==> config.mk <==
export PLATFORM = sky130hd
export DESIGN_NAME = eth_udp_extract
export DESIGN_NICKNAME = d
export VERILOG_FILES = /design/src/rtl/eth_udp_extract.sv
export SDC_FILE = /design/constraint.sdc
export NUM_CORES = 1
export LEC_CHECK = 0
export CAP_MARGIN = 20
export CORE_MARGIN = 3
export CORE_UTILIZATION = 51
export DETAILED_ROUTE_END_ITERATION = 10
export GPL_TIMING_DRIVEN = 0
export PLACE_DENSITY = 0.75
export SETUP_SLACK_MARGIN = 0.1
export SLEW_MARGIN = 15
export SYNTH_ARGS = -nofsm -noshare
export SYNTH_HDL_FRONTEND = slang
export SYNTH_SLANG_ARGS = --single-unit
==> constraint.sdc <==
create_clock -name clk -period 2.9 [get_ports clk]
set_input_delay 0.725 -clock clk [delete_from_list [all_inputs] [get_ports clk]]
set_output_delay 0.725 -clock clk [all_outputs]
set_load 0.01 [all_outputs]
==> src/rtl/eth_udp_extract.sv <==
// eth_udp_extract: byte-serial Ethernet/IPv4/UDP parser that packs the UDP payload into 32-bit words
// Ports: clk, rst (async, active-low); newpacket/in_last_addr start a parse of the input RAM,
//   rd_addr/rd_data read it (1-cycle latency); wr_addr/wr_data/wr_ena write the payload RAM;
//   busy/done/drop/drop_reason report status; payload_len/last_addr/valid_ip/valid_udp describe the frame.
// Optional: define UDP_PORT_FILTER_EN to accept only destination port UDP_PORT (else drop, reason 5).
module eth_udp_extract #(
  parameter int ADDR_W = 9,
  parameter int NIBBLE_SWAP = 1,
  parameter int PRE_MIN = 4,
  parameter int SFD_SEARCH = 16,
  parameter int MAX_PAYLOAD = 1252,
  parameter logic [15:0] UDP_PORT = 16'd5000
) (
  input  logic clk,
  input  logic rst,
  input  logic newpacket,
  input  logic [ADDR_W-1:0] in_last_addr,
  output logic [ADDR_W-1:0] rd_addr,
  input  logic [31:0] rd_data,
  output logic [ADDR_W-1:0] wr_addr,
  output logic [31:0] wr_data,
  output logic wr_ena,
  output logic busy,
  output logic done,
  output logic drop,
  output logic [2:0] drop_reason,
  output logic [15:0] payload_len,
  output logic [ADDR_W-1:0] last_addr,
  output logic valid_ip,
  output logic valid_udp
);
  localparam logic [3:0] IDLE = 4'd0, FIND_SFD = 4'd1, ETH_HDR = 4'd2, IP_HDR = 4'd3, IP_OPTS = 4'd4,
                         UDP_HDR = 4'd5, PAYLOAD = 4'd6, DONE = 4'd7, DROP = 4'd8;
  logic [3:0] st;
  // one spare top bit flags index overflow instead of wrapping
  logic [ADDR_W+2:0] bi;
  logic [ADDR_W-1:0] last_q, wa;
  logic pv, pbad, beyond, port_bad;
  logic [1:0] psel;
  logic [15:0] cnt, len_w, opt_n;
  logic [7:0] run, hold_b, raw, b;
  logic [3:0] ihl;
  logic [31:0] pack, pack_nx;
  assign rd_addr = bi[ADDR_W+1:2];
  assign beyond = bi[ADDR_W+2] | (bi[ADDR_W+1:2] > last_q);
  assign len_w = {hold_b, b};
  assign opt_n = {10'd0, ihl - 4'd5, 2'b00};
`ifdef UDP_PORT_FILTER_EN
  assign port_bad = (cnt == 16'd3) && ({hold_b, b} != UDP_PORT);
`else
  assign port_bad = 1'b0 & (UDP_PORT != 16'd0);
`endif
  always_comb begin
    raw = rd_data[{psel, 3'b000} +: 8];
    b = (NIBBLE_SWAP != 0) ? {raw[3:0], raw[7:4]} : raw;
    pack_nx = (cnt[1:0] == 2'd0) ? 32'd0 : pack;
    pack_nx[{cnt[1:0], 3'b000} +: 8] = b;
  end
  always_ff @(posedge clk or negedge rst) begin
    if (!rst) begin
      st <= IDLE;
      bi <= '0;
      last_q <= '0;
      wa <= '0;
      pv <= 1'b0;
      pbad <= 1'b0;
      psel <= 2'd0;
      cnt <= 16'd0;
      run <= 8'd0;
      hold_b <= 8'd0;
      ihl <= 4'd0;
      pack <= 32'd0;
      wr_addr <= '0;
      wr_data <= 32'd0;
      wr_ena <= 1'b0;
      busy <= 1'b0;
      done <= 1'b0;
      drop <= 1'b0;
      drop_reason <= 3'd0;
      payload_len <= 16'd0;
      last_addr <= '0;
      valid_ip <= 1'b0;
      valid_udp <= 1'b0;
    end else begin
      wr_ena <= 1'b0;
      done <= 1'b0;
      drop <= 1'b0;
      // fetch stage: issue one byte address per cycle while parsing; the byte is consumed next cycle
      pv <= 1'b0;
      if (st != IDLE && st != DONE && st != DROP) begin
        bi <= bi + {{(ADDR_W+2){1'b0}}, ~bi[ADDR_W+2]};
        pv <= 1'b1;
        pbad <= beyond;
        psel <= bi[1:0];
      end
      case (st)
        IDLE: if (newpacket) begin
          bi <= '0;
          last_q <= in_last_addr;
          valid_ip <= 1'b0;
          valid_udp <= 1'b0;
          drop_reason <= 3'd0;
          busy <= 1'b1;
          cnt <= 16'd0;
          run <= 8'd0;
          wa <= '0;
          st <= FIND_SFD;
        end
        DONE: begin
          last_addr <= wa;
          done <= 1'b1;
          busy <= 1'b0;
          st <= IDLE;
        end
        DROP: begin
          drop <= 1'b1;
          busy <= 1'b0;
          st <= IDLE;
        end
        default: if (pv) begin
          cnt <= cnt + 16'd1;
          if (pbad) begin
            drop_reason <= 3'd7;
            st <= DROP;
          end else begin
            case (st)
              FIND_SFD: begin
                run <= (b == 8'h55) ? run + {7'd0, run != 8'hFF} : 8'd0;
                if (b == 8'hD5 && run >= 8'(PRE_MIN)) begin
                  st <= ETH_HDR;
                  cnt <= 16'd0;
                end else if (cnt == 16'(SFD_SEARCH - 1)) begin
                  drop_reason <= 3'd1;
                  st <= DROP;
                end
              end
              ETH_HDR: begin
                if ((cnt == 16'd12 && b != 8'h08) || (cnt == 16'd13 && b != 8'h00)) begin
                  drop_reason <= 3'd2;
                  st <= DROP;
                end else if (cnt == 16'd13) begin
                  valid_ip <= 1'b1;
                  st <= IP_HDR;
                  cnt <= 16'd0;
                end
              end
              IP_HDR: begin
                if (cnt == 16'd0) ihl <= b[3:0];
                if (cnt == 16'd0 && (b[7:4] != 4'd4 || b[3:0] < 4'd5)) begin
                  drop_reason <= 3'd3;
                  st <= DROP;
                end else if (cnt == 16'd9 && b != 8'h11) begin
                  drop_reason <= 3'd4;
                  st <= DROP;
                end else if (cnt == 16'd19) begin
                  st <= (ihl > 4'd5) ? IP_OPTS : UDP_HDR;
                  cnt <= 16'd0;
                end
              end
              IP_OPTS: if (cnt == opt_n - 16'd1) begin
                st <= UDP_HDR;
                cnt <= 16'd0;
              end
              UDP_HDR: begin
                // hold_b keeps the high byte of the port (byte 2) and length (byte 4)
                if (cnt == 16'd2 || cnt == 16'd4) hold_b <= b;
                if (port_bad) begin
                  drop_reason <= 3'd5;
                  st <= DROP;
                end else if (cnt == 16'd5 && (len_w < 16'd8 || len_w - 16'd8 > 16'(MAX_PAYLOAD))) begin
                  drop_reason <= 3'd6;
                  st <= DROP;
                end else if (cnt == 16'd5) begin
                  payload_len <= len_w - 16'd8;
                end else if (cnt == 16'd7) begin
                  valid_udp <= 1'b1;
                  st <= (payload_len == 16'd0) ? DONE : PAYLOAD;
                  cnt <= 16'd0;
                end
              end
              PAYLOAD: begin
                pack <= pack_nx;
                if (cnt[1:0] == 2'd3 || cnt == payload_len - 16'd1) begin
                  wr_ena <= 1'b1;
                  wr_data <= pack_nx;
                  wr_addr <= cnt[ADDR_W+1:2];
                  wa <= cnt[ADDR_W+1:2];
                end
                if (cnt == payload_len - 16'd1) st <= DONE;
              end
              default: ;
            endcase
          end
        end
      endcase
    end
  end
endmodule
==> results_dict.tcl <==
set metrics [dict create \
    async_flop_share_pct 100 \
    dp_hpwl_um 19000 \
    synth_enable_flop_cells 0 \
    design.portCount 128 \
    synth.area.top_cells "dfrtp_1 46%, mux2_2 4.4%, a22o_1 3.9%" \
    die_area_um2 21200 \
    port_buffers 127 \
    finalMaxSlewViolations 0 \
    yosysWarningCount 0 \
    run_status "finished, violations left" \
    syn_inst 993 \
    synth.largest_area_cell "dfrtp_1" \
    gpl.final_weighted_congestion 0.915 \
    cp.required_ps 3230 \
    top_library_cells_by_usage_in_the_layout_fill_and_taps_aside "176 x dfrtp_1, 102 x clkdlybuf4s50_1, 66 x buf_4" \
    design.final.nets 1296 \
    max_clock_freq_ghz 0.294 \
    drt-pass1-iter-count 8 \
    critical_path_peak_fanout 5 \
    grt_pass1_vias 9118 \
    antenna_violations_before_repair 0 \
    worst_setup_path_end_kind "flip-flop" \
    insertion_delay_ps 450 \
    syn-num-nets 1061 \
    synth_cell_type_count 77 \
    grt_overflow_total 0 \
    report.final.hold_viol_count 0 \
    share_of_cells_above_drive_strength_1_pct 30.7 \
    layout_worst_path_cycle_share_pct 117 \
    number_of_rows_in_the_core_area 50 \
    clk_root_buffer_cell "clkbuf_16" \
    synth_top_flop_cell "dfrtp_1" \
    critPathSlowestCell "mux4_2" \
    hold_buffers 0 \
    worst_r2r_path_depth 12 \
    drc_errors 0 \
    worst_setup_path_startpoint "psel[0]$_DFFE_PN0P_" \
    setup_repair_after_global_routing_missed_its_margin "yes" \
    crit_path_cell_trace "clkbuf_16, mux4_2, buf_6, buf_4, o211a_1, o21ai_0, o2bb2ai_1, a21oi_2, o21ai_4, nor2_2, o31ai_4, mux2_4" \
    effective_utilization_at_floorplan_pct 52.4 \
    route.detailed.wl_per_inst_um 22.1 \
    max_stage_delay_ps 530 \
    cap_viol_max_count 0 \
    met1_usage_pct 38.6 \
    cts_inserted_buffers 17 \
    netlist_area_um2 9940 \
    violations_in_the_final_reports "negative setup slack" \
    critical_path_arrival_ps 3730 \
    max_slew_headroom_at_the_worst_pin_pct 41.9 \
    clockBufferDepth 2 \
    wl_um 33200 \
    viasPerCell 6.33 \
    synth.yosys.seq_area_share_pct 45.6 \
    power_uw 9120 \
    cts.htree.levels 4 \
    first_iteration_detailed_routing_drc_count 958 \
    finalCriticalPeriod_ps 3400 \
    grt_start_max_net_pins 99 \
    grt_most_used_layer "met2" \
    syn-mean-instance-area_um2 10.0 \
    use_met3_pct 5.39 \
    antenna_cells 0 \
    power.density_nw_per_um2 638 \
    crit-reg2reg-launch "psel[0]$_DFFE_PN0P_" \
    final_common_cell "dfrtp_1" \
    worstHoldPathType "in2async" \
    tightest_slew_ps 864 \
    finalSetupViolCount 89 \
    fin_ws_ps -496 \
    grt_pass1_wl_um 49200 \
    ys_ff_latch 181 \
    area_growth_pct 43.7 \
    placement.setup.worst_slack_ps -1290 \
    numClockSinks 181 \
    static-leakage-power_uw 0.00594 \
    vias 9507 \
    core_area_um2 19000 \
    start_kind "flip-flop" \
    grt_usage_pct 28.5 \
    finalClockSkew_ps 15.0 \
    ant_nets 0 \
    power.ir.vdd_worst_v 0.000434 \
    crit_type "reg2reg" \
    dieHeight_um 146 \
    cts_tree "done" \
    yosys.area.top_type_share_pct 45.6 \
    globalRouteMet2Util_pct 47.0 \
    cts.clk_slew.worst_paths_ps 80 \
    chipWidth_um 146 \
]
## path summary, 6_finish.rpt
path | end | slack (ps)
hold reg to reg | pack[12]$_DFFE_PN0P_ | 510
min in group clk | pack[12]$_DFFE_PN0P_ | 510
setup / recovery | drop_reason[2]$_DFFE_PN0P_ | -500
max in group asynchronous | run[3]$_DFFE_PN0P_ | 1660
hold / removal | done$_DFF_PN0_ | 280
setup reg to reg | drop_reason[2]$_DFFE_PN0P_ | -500
## synthesized netlist by cell type, types with 11 or more instances
cell      number
dfrtp_1      181
o21a_1        13
xor2_1        17
nor3_1        26
and2_1        14
o21ai_0       42
a22o_1        44
nor2b_1       12
ha_1          24
a31oi_1       17
buf_2         11
inv_1         30
mux2_2        39
clkbuf_1      48
nor2_1        85
xnor2_1       24
a22oi_1       34
nand3_1       24
buf_4         13
nor4_1        13
and3_1        11
a21oi_1       59
nand4_1       12
nand2_1       63
## cells by family (layout without fill, tap and decap cells)
| logic type | Yosys count | in the layout | share of synthesized area (%) |
|---|---|---|---|
| AOI/OAI and AO/OA | 267 | 267 | 18.8 |
| xor gates and xnor gates | 41 | 41 | 3.61 |
| adders and majority gates | 24 | 24 | 3.02 |
| buffers and inverters | 110 | 358 | 5.08 |
| DFF | 181 | 181 | 45.6 |
| muxes | 56 | 56 | 7.50 |
| and+or+nand+nor | 314 | 314 | 16.5 |
## registers in the layout, indices dropped and copies added (netlist names), 4 cells and up
name / cells
last_q: 9
pack: 32
payload_len: 16
st: 4
wa: 9
run: 8
last_addr: 9
hold_b: 8
bi: 12
wr_data: 32
wr_addr: 9
cnt: 16
ihl: 4
## where the power goes
part	switching (uW)	internal (uW)	total, uW
registers	179	2710	2890
clock network	1220	1260	2480
logic	2240	1510	3750
## metal layers
layer  up-vias  wire [um]
li1       4097          -
met1      4723      13100
met2       539      16100
met3       148       2420
met4         0       1480
met5         -          0
## per-stage QoR
| stage | hold WS, ps | cell area [um2] | instances | TNS [ps] | util, % |
|---|---|---|---|---|---|
| after global routing | 329 | 14300 | 1501 | -40000 | 75.3 |
| final | 280 | 14300 | 1501 | -33140 | 75.3 |
| after floorplan | 429 | 10000 | 993 | -6290 | - |
| after CTS | 310 | 13700 | 1484 | -12020 | 72.1 |
| after detailed placement | 483 | 11700 | 1381 | -80320 | 61.7 |
| after global placement | 478 | 11600 | 1380 | -1249700 | 61.4 |
## worst max-delay path, delay by kind of cell (launching register included)
family,cells,cell delay (ps)
compound gates,6,1430
buf+inv,3,480
flops,1,420
mux,2,860
simple gates,1,90
## timing repair
| action | CTS | global route |
|---|---|---|
| setup buffers | 66 | 20 |
| endpoints found under the setup margin | 139 | 137 |
| pin swaps | 44 | 26 |
| gates cloned | 9 | 3 |
| resized for setup | 202 | 117 |
## final cells by class
class                   count  area [um2]
clock inverters            15         203
repair buffers            220        2300
plain buffers              76         562
well taps                 260         325
fillers                  1181        4670
inverters                  30         115
flip-flops and latches    181        4540
clock buffers              17         425
multi-input cells         702        5820
No activity file was read; power rests on OpenSTA's default activity.
